**src/rtl/pdm_cic_decimator.sv**
```systemverilog
// pdm_cic_decimator
// -----------------
// Drives the clock for an external PDM microphone, captures its 1-bit stream
// and decimates it by 64 with a 3rd-order CIC filter to 16-bit signed PCM.
//
// Ports:
//   clk       system clock
//   rst_n     asynchronous, active-low reset (clears everything, including pcm)
//   en        run enable; low holds mic_clk at 0 and clears all filter state
//   pdm_data  asynchronous 1-bit data from the microphone
//   mic_clk   PDM clock to the microphone (CLK_DIV clks per half period)
//   pcm       signed PCM sample, held between pcm_vld pulses
//   pcm_vld   one-clk pulse marking a new pcm value
//
// Build option:
//   PDM_RISE_SAMPLE_EN  when defined, the bit is taken in the last cycle of the
//                       mic_clk low phase instead of the high phase (selects the
//                       other channel of an L/R-shared microphone line).
module pdm_cic_decimator #(
    parameter int CLK_DIV = 16,
    parameter int DECIM   = 64
) (
    input  logic               clk,
    input  logic               rst_n,
    input  logic               en,
    input  logic               pdm_data,
    output logic               mic_clk,
    output logic signed [15:0] pcm,
    output logic               pcm_vld
);

    localparam int DATA_W = 16;
    localparam int ACC_W  = 20;
    localparam int DIV_W  = 8;
    localparam int CNT_W  = $clog2(DECIM);

    localparam logic signed [ACC_W-1:0] ONE = 20'sd1;

    generate
        if (DECIM != 64) begin : g_bad_decim
            $error("pdm_cic_decimator: DECIM must be 64 (output scaling assumes gain 2^18)");
        end
        if (CLK_DIV < 2 || CLK_DIV > 255) begin : g_bad_div
            $error("pdm_cic_decimator: CLK_DIV must lie in 2..255");
        end
    endgenerate

    // Gain of the filter is 64^3 = 2^18; dropping 3 bits leaves 2^15 full scale.
    // Only the all-ones input reaches +32768, which is clamped.
    function automatic logic signed [DATA_W-1:0] scale_sat(input logic signed [ACC_W-1:0] d);
        logic signed [ACC_W-4:0] q;
        q = d[ACC_W-1:3];
        if (q > 17'sd32767) begin
            return 16'sh7fff;
        end
        return q[DATA_W-1:0];
    endfunction

    logic [DIV_W-1:0] div_cnt;
    logic             div_wrap;
    logic             strobe;

    assign div_wrap = (div_cnt == DIV_W'(CLK_DIV - 1));

    always_ff @(posedge clk or negedge rst_n) begin
        if (!rst_n) begin
            div_cnt <= '0;
            mic_clk <= 1'b0;
        end else if (!en) begin
            div_cnt <= '0;
            mic_clk <= 1'b0;
        end else if (div_wrap) begin
            div_cnt <= '0;
            mic_clk <= ~mic_clk;
        end else begin
            div_cnt <= div_cnt + 1'b1;
        end
    end

    // The strobe is the last cycle of the chosen mic_clk phase, so the data
    // has had a whole half period to settle through the synchronizer.
`ifdef PDM_RISE_SAMPLE_EN
    assign strobe = en && div_wrap && !mic_clk;
`else
    assign strobe = en && div_wrap && mic_clk;
`endif

    // ---- input synchronizer ----
    logic pdm_p0;
    logic pdm_p1;

    always_ff @(posedge clk or negedge rst_n) begin
        if (!rst_n) begin
            pdm_p0 <= 1'b0;
            pdm_p1 <= 1'b0;
        end else begin
            pdm_p0 <= pdm_data;
            pdm_p1 <= pdm_p0;
        end
    end

    // ---- integrator stage (runs at the PDM bit rate) ----
    logic signed [ACC_W-1:0] x_ext;
    logic signed [ACC_W-1:0] integ1, integ2, integ3;
    logic signed [ACC_W-1:0] integ1_nx, integ2_nx, integ3_nx;
    logic        [CNT_W-1:0] bit_cnt;
    logic signed [ACC_W-1:0] dec_p1;
    logic                    vld_p1;

    assign x_ext     = pdm_p1 ? ONE : -ONE;
    assign integ1_nx = integ1 + x_ext;
    assign integ2_nx = integ2 + integ1_nx;
    assign integ3_nx = integ3 + integ2_nx;

    always_ff @(posedge clk or negedge rst_n) begin
        if (!rst_n) begin
            integ1  <= '0;
            integ2  <= '0;
            integ3  <= '0;
            bit_cnt <= '0;
            dec_p1  <= '0;
            vld_p1  <= 1'b0;
        end else if (!en) begin
            integ1  <= '0;
            integ2  <= '0;
            integ3  <= '0;
            bit_cnt <= '0;
            dec_p1  <= '0;
            vld_p1  <= 1'b0;
        end else begin
            vld_p1 <= 1'b0;
            if (strobe) begin
                integ1  <= integ1_nx;
                integ2  <= integ2_nx;
                integ3  <= integ3_nx;
                bit_cnt <= bit_cnt + 1'b1;
                if (bit_cnt == CNT_W'(DECIM - 1)) begin
                    dec_p1 <= integ3_nx;
                    vld_p1 <= 1'b1;
                end
            end
        end
    end

    // ---- comb stage (runs at the decimated rate) ----
    // Differences are taken modulo 2^20; the wrap in the integrators cancels.
    logic signed [ACC_W-1:0] dly1, dly2, dly3;
    logic signed [ACC_W-1:0] comb1, comb2, comb3;
    logic        [1:0]       fill;

    assign comb1 = dec_p1 - dly1;
    assign comb2 = comb1 - dly2;
    assign comb3 = comb2 - dly3;

    always_ff @(posedge clk or negedge rst_n) begin
        if (!rst_n) begin
            dly1 <= '0;
            dly2 <= '0;
            dly3 <= '0;
        end else if (!en) begin
            dly1 <= '0;
            dly2 <= '0;
            dly3 <= '0;
        end else if (vld_p1) begin
            dly1 <= dec_p1;
            dly2 <= comb1;
            dly3 <= comb2;
        end
    end

    // ---- output stage ----
    // The first three results only prime the comb delays and are dropped.
    always_ff @(posedge clk or negedge rst_n) begin
        if (!rst_n) begin
            pcm     <= '0;
            pcm_vld <= 1'b0;
            fill    <= '0;
        end else begin
            pcm_vld <= 1'b0;
            if (!en) begin
                fill <= '0;
            end else if (vld_p1) begin
                if (fill == 2'd3) begin
                    pcm     <= scale_sat(comb3);
                    pcm_vld <= 1'b1;
                end else begin
                    fill <= fill + 1'b1;
                end
            end
        end
    end

endmodule

```
**config.mk**
```make
export PLATFORM = sky130hd
export DESIGN_NAME = pdm_cic_decimator
export DESIGN_NICKNAME = d
export VERILOG_FILES = /design/src/rtl/pdm_cic_decimator.sv
export SDC_FILE = /design/constraint.sdc
export NUM_CORES = 1
export LEC_CHECK = 0
export BUFFER_PORTS_ARGS = -buffer_cell sky130_fd_sc_hd__buf_2
export CAP_MARGIN = 20
export CORE_MARGIN = 4
export CORE_UTILIZATION = 49
export DETAILED_ROUTE_END_ITERATION = 7
export GPL_TIMING_DRIVEN = 0
export SLEW_MARGIN = 20
export SYNTH_ARGS = -nofsm -noshare
export SYNTH_HDL_FRONTEND = slang
export SYNTH_SLANG_ARGS = --single-unit
```
**constraint.sdc**
```tcl
create_clock -name clk -period 8.7 [get_ports clk]
set_input_delay 1.74 -clock clk [delete_from_list [all_inputs] [get_ports clk]]
set_output_delay 1.74 -clock clk [all_outputs]
set_load 0.005 [all_outputs]
```
==> results.json <==
{
  "run_status": "complete, no violations",
  "slowest_delay_ns": 0.41,
  "synthCells": 1374,
  "yosysTopAreaCell": "dfrtp_1",
  "synthDistinctLibCells": 64,
  "post_cts_resized": 0,
  "worstRegToRegCells": 29,
  "synth-edff-count": 0,
  "p_seq_frac": 0.285,
  "dieArea_um2": 28190,
  "setup_tns_ns": 0,
  "synth-main-ff-cell": "dfrtp_1",
  "vias_per_cell": 5.559,
  "clockBufferDepth": 2,
  "core_um2": 25180,
  "synth_fp_nets": 1498,
  "synth_area_um2": 12530,
  "synthTopCellsByArea": "dfrtp_1, ha_1, mux2i_1",
  "pin_count": 22,
  "route.met3.wl_um": 633,
  "grt_pass1_wl_mm": 51.59,
  "crit_arrival_ns": 7.52,
  "whs_path_depth": 0,
  "post_cts_buffers": 0,
  "required_ns": 9.01,
  "hold_viol": 0,
  "slowest_stage": "fa_1",
  "combPwrFrac": 0.453,
  "fin_crit_ns": 7.212,
  "utilization": 0.5435,
  "critPathKind": "flip-flop to flip-flop",
  "crit_buf_inv": 2,
  "hold_ws_ns": 0.3537,
  "drcViolationCount": 0,
  "yosysSeqAreaShare": 0.3535,
  "layout_common_cells": "dfrtp_1, nand2_1, ha_1",
  "port_buffers": 21,
  "met1_length_mm": 14.19,
  "synth_area_per_cell_um2": 9.119,
  "grt_pass1_vias": 9779,
  "hold_path.class": "flip-flop to flip-flop",
  "finClkSkew_ns": 0.02243,
  "rsz0062_at_grt": "no",
  "antenna_found_initial": 0,
  "synth_seq_cells": 177,
  "power.leakage_uw": 0.006024,
  "met2_length_mm": 15.62,
  "path_depth": 29,
  "synthArstFlopShare": 1.000,
  "synth-warning-count": 0,
  "die_x_um": 167.9,
  "drive_gt1_frac": 0.05738,
  "postRouteAntennaNets": 0,
  "routedWlPerCell_um": 17.63,
  "critPathTopFamily": "compound AO/OA/AOI/OAI gates",
  "p_switching_uw": 1153,
  "finalCritPeriodShare": 0.8290,
  "end_kind": "flip-flop",
  "p_int_uw": 1812,
  "nNetsFinal": 1540,
  "start_kind": "flip-flop",
  "drv_slew": 0,
  "synth_top_area_frac": 0.3535,
  "clockPowerShare": 0.262,
  "cts_hold_buf": 0,
  "power_density_nw_per_um2": 216.7,
  "grt.overflow.total": 0,
  "dr.max_layer_used": "met4",
  "cts_root_buf": "clkbuf_16",
  "final_common_cell": "dfrtp_1",
  "crit_path_max_fanout": 10,
  "cts_buffers": 17,
  "drt_iter0_drc": 392,
  "drv_cap": 0,
  "finalSetupViolCount": 0,
  "via_count": 9778,
  "syn2layout_area_growth_pct": 9.227,
  "hpwlAfterDp_mm": 23.49,
  "fmax_mhz": 138.7,
  "swShare": 0.3889,
  "dr.pass1.iters": 5,
  "clock_sinks": 177,
  "globalRouteTotalUtil": 0.2255,
  "diodes": 0,
  "cts_tree": "yes",
  "grt_max_degree": 80,
  "relSlewSlack": 0.3839,
  "vdd_drop_max_mv": 0.3587,
  "die_y_um": 167.9,
  "tightest_slew_ns": 0.9008,
  "start_util": 0.4976,
  "wl_mm": 31.01,
  "insertion_delay_ns": 0.45,
  "place_congestion": 0.8471,
  "cts-htree-levels": 4,
  "clkTransAtPathRegs_ns": 0.09,
  "rows": 58
}
-- metrics by stage --
| stage | total power [uW] | std cells | area (um2) | setup slack, ns |
|---|---|---|---|---|
| detailed placement | 2209 | 1727 | 13110 | 1.506 |
| global route | 3172 | 1759 | 13690 | 0.7660 |
| finish | 2965 | 1759 | 13690 | 1.488 |
| CTS | 2995 | 1759 | 13690 | 1.502 |
| floorplan | 1895 | 1374 | 12530 | 2.780 |
| global placement | 2192 | 1725 | 13050 | 1.569 |
-- worst paths after layout --
path / slack [ns] / end / from
setup / recovery: 1.49 / pcm[8] / dec_p1[0]
hold / removal: 0.35 / pdm_p1 / pdm_p0
setup reg to reg: 1.49 / pcm[8] / dec_p1[0]
hold reg to reg: 0.35 / pdm_p1 / pdm_p0
max in group asynchronous: 6.45 / dly1[4] / rst_n
min in group asynchronous: 1.17 / pcm[15] / rst_n
-- state kept, by name (all words and copies together), names as in the netlist, 2 cells and up --
register	cells
dly2	20
bit_cnt	6
fill	2
pcm	16
dly3	20
integ2	20
integ3	20
dec_p1	20
dly1	20
integ1	20
div_cnt	8
-- power by group through the flow --
stage,Clock (uW),Sequential (uW),Combinational [uW]
2_1_floorplan,0,856,1040
3_3_place_gp,0,861,1330
3_5_place_dp,0,861,1350
4_1_cts,791,845,1360
5_1_grt,828,846,1500
6_report,776,846,1340
-- area by class of cell --
cell class                      count  area, um2
Timing Repair Buffer               23      170.2
Fill cell                        2341      11500
Multi-Input combinational cell   1065       7604
Clock inverter                     14      143.9
Sequential cell                   177       4429
Tap cell                          330      412.9
Clock buffer                       18      429.2
Inverter                           85      319.1
Buffer                             47      177.7
-- layer usage --
layer | vias to the layer above | track usage
met5 | - | 0
met1 | 4709 | 0.2895
met2 | 109 | 0.4029
li1 | 4926 | -
met3 | 34 | 0.02677
met4 | 0 | 0.06140
-- worst reg2reg max path, delay by kind of cell, from the launching register on --
kind	cells	cell delay, ns
compound gates	14	3.29
fa+ha+maj	4	1.26
simple gates	6	0.90
xor+xnor	2	0.59
flops	1	0.37
buf+inv	2	0.35
mux	1	0.33
-- synth_stat cells, types with 8 or more instances --
cell type,count
nand2_1,139
nor2b_1,78
and2_1,36
nor3b_1,8
o311ai_0,9
a211oi_1,9
xor2_1,32
o21a_1,29
nor2_1,73
clkbuf_1,44
nor3_1,31
a21o_1,26
inv_1,85
o211ai_1,15
and3_1,11
nand3_1,37
xnor2_1,59
mux2i_1,57
a31oi_1,9
o21ai_0,61
dfrtp_1,177
or3_1,14
a21oi_1,48
ha_1,115
a21boi_0,49
nand2b_1,14
mux2_2,11
-- cell families after synthesis --
kind of cell / Yosys count / synth area share
simple gates: 473 / 0.1911
compound gates: 312 / 0.1720
flops: 177 / 0.3535
buf+inv: 132 / 0.03964
fa+ha+maj: 120 / 0.1228
xor+xnor: 92 / 0.06551
mux: 68 / 0.05542
Power figures use the tool's default switching activity.
